### src/rtl/axis_if.sv
`default_nettype none
// ============================================================================
//  Module   : axis_if
//  Purpose  : AXI Stream handshake/data bundle with manager and subordinate views.
//  Revision : 1.0  initial release
// ============================================================================
interface axis_if #(
    parameter int TDATA_WIDTH = 8
) ();
    logic                   tvalid;
    logic [TDATA_WIDTH-1:0] tdata;
    logic                   tready;

    modport m (output tvalid, output tdata, input tready);
    modport s (input tvalid, input tdata, output tready);
endinterface
`default_nettype wire

### src/rtl/axis_skid_slice.sv
`default_nettype none
// ============================================================================
//  Module   : axis_skid_slice
//  Purpose  : Two-entry AXIS register slice; registers tvalid/tdata and tready.
//  Revision : 1.0  initial release
// ============================================================================
module axis_skid_slice (
    input  wire        clk,
    input  wire        rst_n,
    axis_if.m          axis_mif,
    axis_if.s          axis_sif,
    input  wire        invalidate,
    output logic [1:0] count
);
    localparam int TDATA_WIDTH = axis_mif.TDATA_WIDTH;

    if ((TDATA_WIDTH < 1) || (TDATA_WIDTH != axis_sif.TDATA_WIDTH)) begin : g_width_check
        $fatal(1, "axis_skid_slice: TDATA_WIDTH must be > 0 and match on both sides");
    end

    // State bits are {main_valid, skid_valid}; 2'b01 can never be reached.
    localparam logic [1:0] c_EMPTY = 2'b00;
    localparam logic [1:0] c_ONE   = 2'b10;
    localparam logic [1:0] c_FULL  = 2'b11;

    logic [1:0]             r_state;
    logic [1:0]             w_state_next;
    logic                   r_ready;
    logic [1:0]             r_count;
    logic                   w_ready_next;
    logic [1:0]             w_count_next;
    logic [TDATA_WIDTH-1:0] r_main_data;
    logic [TDATA_WIDTH-1:0] r_skid_data;
    logic                   w_in;
    logic                   w_out;
    logic                   w_ld_main_sif;
    logic                   w_ld_main_skid;
    logic                   w_ld_skid;

    assign w_in  = axis_sif.tvalid && r_ready;
    assign w_out = r_state[1] && axis_mif.tready;

    always_ff @(posedge clk or negedge rst_n) begin
        if (!rst_n) begin
            r_state <= c_EMPTY;
            r_ready <= 1'b0;
            r_count <= 2'd0;
        end else begin
            r_state <= w_state_next;
            r_ready <= w_ready_next;
            r_count <= w_count_next;
        end
    end

    always_comb begin
        w_state_next   = r_state;
        w_ld_main_sif  = 1'b0;
        w_ld_main_skid = 1'b0;
        w_ld_skid      = 1'b0;
        case (r_state)
            c_EMPTY: begin
                if (w_in) begin
                    w_state_next  = c_ONE;
                    w_ld_main_sif = 1'b1;
                end
            end
            c_ONE: begin
                if (w_in && w_out) begin
                    w_ld_main_sif = 1'b1;
                end else if (w_in) begin
                    w_state_next = c_FULL;
                    w_ld_skid    = 1'b1;
                end else if (w_out) begin
                    w_state_next = c_EMPTY;
                end
            end
            c_FULL: begin
                if (w_out) begin
                    w_state_next   = c_ONE;
                    w_ld_main_skid = 1'b1;
                end
            end
            default: w_state_next = c_EMPTY;
        endcase
        // Flush wins over any handshake; accepted input is simply discarded.
        if (invalidate) begin
            w_state_next   = c_EMPTY;
            w_ld_main_sif  = 1'b0;
            w_ld_main_skid = 1'b0;
            w_ld_skid      = 1'b0;
        end
    end

    always_comb begin
        w_ready_next = (w_state_next != c_FULL);
        case (w_state_next)
            c_ONE:   w_count_next = 2'd1;
            c_FULL:  w_count_next = 2'd2;
            default: w_count_next = 2'd0;
        endcase
    end

    always_ff @(posedge clk or negedge rst_n) begin
        if (!rst_n) begin
            r_main_data <= '0;
            r_skid_data <= '0;
        end else begin
            if (w_ld_main_sif) begin
                r_main_data <= axis_sif.tdata;
            end else if (w_ld_main_skid) begin
                r_main_data <= r_skid_data;
            end
            if (w_ld_skid) begin
                r_skid_data <= axis_sif.tdata;
            end
        end
    end

    assign axis_mif.tvalid = r_state[1];
    assign axis_mif.tdata  = r_main_data;
    assign axis_sif.tready = r_ready;
    assign count           = r_count;

    a_legal_state: assert property (@(posedge clk) disable iff (!rst_n)
        r_state != 2'b01);

    a_stall_stable: assert property (@(posedge clk) disable iff (!rst_n)
        (r_state[1] && !axis_mif.tready && !invalidate) |=>
        (axis_mif.tvalid && $stable(axis_mif.tdata)));
endmodule
`default_nettype wire

### src/flat_wrapper.sv
// flat-port wrapper written by rule: the top's interface ports become plain ports
module axis_skid_slice_flat 
  (clk, rst_n, invalidate, count, axis_mif_tvalid, axis_mif_tdata, axis_mif_tready, axis_sif_tvalid, axis_sif_tdata, axis_sif_tready);
  axis_if #(.TDATA_WIDTH((16))) axis_mif_i ();
  axis_if #(.TDATA_WIDTH((16))) axis_sif_i ();
  input  wire clk;
  input  wire rst_n;
  input  wire invalidate;
  output logic [1:0] count;
  output wire logic [$bits(axis_mif_i.tvalid)-1:0] axis_mif_tvalid;
  output wire logic [$bits(axis_mif_i.tdata)-1:0] axis_mif_tdata;
  input wire logic [$bits(axis_mif_i.tready)-1:0] axis_mif_tready;
  input wire logic [$bits(axis_sif_i.tvalid)-1:0] axis_sif_tvalid;
  input wire logic [$bits(axis_sif_i.tdata)-1:0] axis_sif_tdata;
  output wire logic [$bits(axis_sif_i.tready)-1:0] axis_sif_tready;
  assign axis_mif_tvalid = axis_mif_i.tvalid;
  assign axis_mif_tdata = axis_mif_i.tdata;
  assign axis_mif_i.tready = axis_mif_tready;
  assign axis_sif_i.tvalid = axis_sif_tvalid;
  assign axis_sif_i.tdata = axis_sif_tdata;
  assign axis_sif_tready = axis_sif_i.tready;
  axis_skid_slice u_core (.clk(clk), .rst_n(rst_n), .axis_mif(axis_mif_i), .axis_sif(axis_sif_i), .invalidate(invalidate), .count(count));
endmodule
### config.mk
export PLATFORM = sky130hd
export DESIGN_NAME = axis_skid_slice_flat
export DESIGN_NICKNAME = d
export VERILOG_FILES = /design/src/rtl/axis_if.sv /design/src/rtl/axis_skid_slice.sv /design/src/flat_wrapper.sv
export SDC_FILE = /design/constraint.sdc
export NUM_CORES = 1
export LEC_CHECK = 0
export CAP_MARGIN = 20
export CORE_MARGIN = 3
export CORE_UTILIZATION = 50
export CTS_CLUSTER_SIZE = 14
export DETAILED_ROUTE_END_ITERATION = 8
export DONT_BUFFER_PORTS = 1
export HOLD_SLACK_MARGIN = 0.1
export PLACE_DENSITY = 0.69
export SLEW_MARGIN = 20
export SYNTH_ARGS = -nofsm -noshare
export SYNTH_HDL_FRONTEND = slang
export SYNTH_SLANG_ARGS = --single-unit
### constraint.sdc
create_clock -name clk -period 2.8 [get_ports clk]
set_input_delay 0.28 -clock clk [delete_from_list [all_inputs] [get_ports clk]]
set_output_delay 0.28 -clock clk [all_outputs]
set_load 0.005 [all_outputs]
-- After elaboration in Yosys (flattened, before gate mapping)
Index checks and enable logic that the tools add are counted.
- equal/unequal tests: 5
- mux-type cells: 20
- reduce and logical (&&, ||, !) cells: 5
- operator list (kind ; number):
    2-to-1 mux 16 bit ; 2
    2-to-1 mux 2 bit ; 6
    2-to-1 mux 1 bit ; 9
    equality test 2 bit (second input constant) ; 4
    case mux 2 bit (3 select lines) ; 1
    case mux 2 bit (2 select lines) ; 1
    logical AND 1 bit ; 3
    zero test 2 bit ; 1
    inequality test 2 bit (second input constant) ; 1
    case mux 1 bit (2 select lines) ; 1
    nonzero test 2 bit ; 1
- register bits: 37
- input port bits: 21
- output and inout bits: 20
- word-level logic and storage cells: 35

-- Longest topological paths before layout
- word-level depth: 8
- mapped depth: 4
- mapped depth without buffers: 3

-- Worst setup path before layout
Ideal clock, no wire load.
- kind: reg2reg
- start: reg u_core.r_state[0]
- end: reg u_core.r_skid_data[10]
- setup time: 0.125 ns
- arrival: 1.318 ns
- data required time: 2.675 ns
- setup slack: 1.358 ns
- stages on the path, launching flop included: 5
- path buffers: 1
- clock period less this slack: 1.442 ns
- cell sequence: dfrtp_1 -> and3b_2 -> nand4_2 -> buf_4 -> mux2_2
- cells in the longest elaborated chain, start to end: 3
- ends and longest elaborated chain (item ; RTL line ; text):
    from (decl) ; axis_skid_slice.sv:26 ; logic [1:0] r_state;
    from (signal assigned) ; axis_skid_slice.sv:45 ; r_state <= c_EMPTY;
    from (signal assigned) ; axis_skid_slice.sv:49 ; r_state <= w_state_next;
    equality test 2 bit ; axis_skid_slice.sv:60 ; case (r_state)
    2-to-1 mux 1 bit ; axis_skid_slice.sv:60 ;
    2-to-1 mux 1 bit ; axis_skid_slice.sv:86 ; if (invalidate) begin
    to (signal assigned) ; axis_skid_slice.sv:114 ; r_skid_data <= axis_sif.tdata;
    to (decl) ; axis_skid_slice.sv:33 ; logic [TDATA_WIDTH-1:0] r_skid_data;
Every way passes these cells.
A chain may end at the register's enable or synchronous reset.

-- Worst setup path after layout
- start: reg u_core.r_state[1]
- end: reg u_core.r_main_data[5], in the netlist u_core.axis_mif.tdata[5]
- cells in the longest elaborated chain, start to end: 6
- elaborated cells between the ends (all ways): 13
- those cells by class: 2 x eq/ne; 7 x mux; 4 x reduce/logical
- ends and longest elaborated chain (item ; RTL line ; text):
    logical AND 1 bit ; axis_skid_slice.sv:41 ; assign w_out = r_state[1] && axis_mif.tready;
    logical AND 1 bit ; axis_skid_slice.sv:68 ; if (w_in && w_out) begin
    2-to-1 mux 1 bit ; axis_skid_slice.sv:68 ;
    case mux 1 bit (2 select lines) ; axis_skid_slice.sv:60 ;
    2-to-1 mux 1 bit ; axis_skid_slice.sv:86 ;
    2-to-1 mux 16 bit / nonzero test 2 bit (equally long branches) ; n/a ;
    to (signal assigned) ; axis_skid_slice.sv:109 ; r_main_data <= axis_sif.tdata;
    to (signal assigned) ; axis_skid_slice.sv:111 ; r_main_data <= r_skid_data;
    to (decl) ; axis_skid_slice.sv:32 ; logic [TDATA_WIDTH-1:0] r_main_data;
Several ways; a longest one is shown, not always the timed one.

==> results.yml <==
power:
  p_switching_uw: 306
  combPwrFrac_pct: 13.6
  p_int_uw: 966
  ir_drop_v: 0.000398
  p_seq_share_pct: 55.4
  power_density_nw_per_um2: 681
  p_leak_nw: 0.767
  p_clk_share_pct: 31.0
  power_switching_share_pct: 24.0
floorplanning:
  die_w_um: 61.9
  fp-row-count: 19
  die_h_um: 61.9
  start_util_pct: 54.7
  io_pins: 41
  core_area_um2: 2850
  dieArea_um2: 3830
logic_synthesis:
  seq_area_frac_synth_pct: 59.3
  synth-edff-count: 0
  syn_area_per_cell_um2: 14.7
  synth_ff_type: "dfrtp_1"
  yosys.area.top_type_share_pct: 59.3
  synth.area.top_cells: "dfrtp_1 59%, mux2_2 14%, o221a_2 10%, or2_2 5.6%, a2111oi_4 1.8%"
  async_reset_ff_share_pct: 100
  ys_warn_count: 0
  synth_cell_type_count: 20
  yosysTopAreaCell: "dfrtp_1"
  syn_inst: 106
  ys_ff_latch: 37
  synth_nets: 127
  synthesis.area_um2: 1560
global_routing:
  overflow: 0
  antenna_found_initial: 0
  grt_start_max_net_pins: 38
  grt_pass1_vias: 1014
  track_usage_pct: 17.4
  grt_pass1_wl_mm: 4.66
critical_path:
  cp.required_ns: 3.04
  rr_worst_depth: 3
  critPathKind: "register to register"
  startpoint: "u_core.r_state[1]"
  ff2ff_setup_slack_ns: 0.86
  cp_max_fo: 16
  r2r-end: "u_core.axis_mif.tdata[5]"
  r2r_start: "u_core.r_state[1]"
  critPathLaunchType: "register"
  critPathCaptureType: "register"
  worstPathArrival_ns: 2.18
drt:
  drtIter0Drc: 77
  wl_met3_um: 208
  wl_met2_mm: 1.47
  first_pass_iters: 4
  vias_per_cell: 5.99
  num_vias: 965
  antenna_left: 0
  wl_mm: 3.02
  wire_per_inst_um: 18.8
  top_layer: "met4"
  wl_met1_mm: 1.29
  route.detailed.drc: 0
min_path:
  hold_class: "primary input to register"
  whs_endpoint: "u_core.axis_mif.tdata[13]"
  hp-start: "axis_sif_tdata[13]"
  whs_path_depth: 1
place:
  dp_worst_setup_slack_ns: 0.845
  io_buffers: 0
  gp_congestion: 0.692
  hpwlAfterDp_mm: 1.90
finish:
  antennaDiodeCount: 0
  drive_above_1_share_pct: 46.9
  syn2layout_area_growth_pct: 19.7
  nets: 150
  nFillCells: 218
  post-route-util_pct: 65.5
status:
  outcome: "finished, final reports clean"
timing:
  fin_crit_ns: 1.94
  final-setup-viol-count: 0
  worstMarginPinSlew_ns: 0.922
  finalMaxSlewViolations: 0
  finalSetupTns_ns: 0
  fin_ws_ns: 0.861
  period_share_pct: 69.2
  fin_worst_skew_ns: 0.00478
  max_freq_ghz: 0.516
  finalHoldViolCount: 0
  rsz0062_at_grt: "false"
  relSlewSlack_pct: 38.6
clock_network:
  clock_latency_ns: 0.34
  numCtsBuffers: 5
  cts_setup_buffers: 0
  h-tree-depth: 2
  cts.sinks: 37
  cts_tree: "yes"
  clock_path_buffers: 2
  root_buffer: "clkbuf_4"
  clk_pin_slew_ns: 0.11
run:
  max_cap_viol_count: 0
-- worst max-delay path by stage --
stage	slack (ns)	depth (start not counted)	end
6_report	0.86	3	u_core.axis_mif.tdata[5]
3_5_place_dp	0.85	3	u_core.axis_mif.tdata[4]
2_1_floorplan	1.36	4	u_core.r_skid_data[10]
5_1_grt	0.73	3	u_core.axis_mif.tdata[4]
4_1_cts	0.83	3	u_core.axis_mif.tdata[4]
3_3_place_gp	0.94	3	u_core.axis_mif.tdata[5]
-- metal layers --
| layer | up-vias | track usage, % |
|---|---|---|
| met4 | 0 | 6.06 |
| met1 | 487 | 20.2 |
| met2 | 30 | 28.7 |
| met5 | - | 0 |
| met3 | 6 | 7.44 |
| li1 | 442 | - |
-- critical path, stage by stage, from the launching register on --
cell,delay [ns]
dfrtp_1,0.57
nand4b_1,0.54
mux2_2,0.46
mux2_2,0.27
-- registers in the layout (all words and copies together) (netlist names) --
signal	count
u_core.r_state	2
u_core.count	2
u_core.axis_mif.tdata	16
u_core.axis_sif.tready	1
u_core.r_skid_data	16
-- power by group through the flow --
stage          Combinational (mW)  Clock, mW  Sequential (mW)
2_1_floorplan               0.125          0            0.695
4_1_cts                     0.176      0.398            0.705
3_5_place_dp                0.138          0            0.717
6_report                    0.174      0.394            0.704
5_1_grt                     0.191      0.428            0.718
3_3_place_gp                0.131          0            0.710
-- final cells by class --
| cell class | count | area [um^2] | area share [%] |
|---|---|---|---|
| clock buffers | 6 | 51.3 | 2.75 |
| clock inverters | 2 | 37.5 | 2.01 |
| inverters | 3 | 11.3 | 0.603 |
| multi-input cells | 62 | 593 | 31.7 |
| flip-flops and latches | 37 | 926 | 49.6 |
| well taps | 31 | 38.8 | 2.08 |
| repair buffers | 20 | 210 | 11.3 |
-- repair_timing --
item | 4_1_cts | 5_1_grt
hold endpoints to repair | 60 | 0
hold buffers | 20 | 0
gates resized for setup | 0 | 0
-- stage by stage --
stage                     std cells  total power, mW  hold slack (ns)  cell area (um^2)
after floorplan                 106            0.820          -0.0156              1560
after global placement          133            0.841          -0.0147              1570
after detailed placement        133            0.854          -0.0147              1570
after CTS                       161             1.28            0.122              1870
after global routing            161             1.34            0.101              1870
final                           161             1.27            0.125              1870
-- logic make-up after synthesis --
group | synth area share, %
simple gates | 11.1
compound gates | 12.5
buf+inv | 2.65
mux | 14.4
flops | 59.3
-- layout by cell type (no fill, tap or decap), types with 2 or more instances in the layout --
master         instances
dlygate4sd3_1         19
clkbuf_4               5
dfrtp_1               37
a21oi_1                2
or2_2                 14
nor4b_1                2
o221a_2               14
inv_1                  3
mux2_2                20
-- cells in the mapped netlist (2+ instances only) --
cell type / count
dfrtp_1: 37
mux2_2: 20
o221a_2: 14
or2_2: 14
inv_1: 3
a21oi_1: 2
buf_4: 2
nor4b_1: 2
Power figures use the tool's default switching activity.
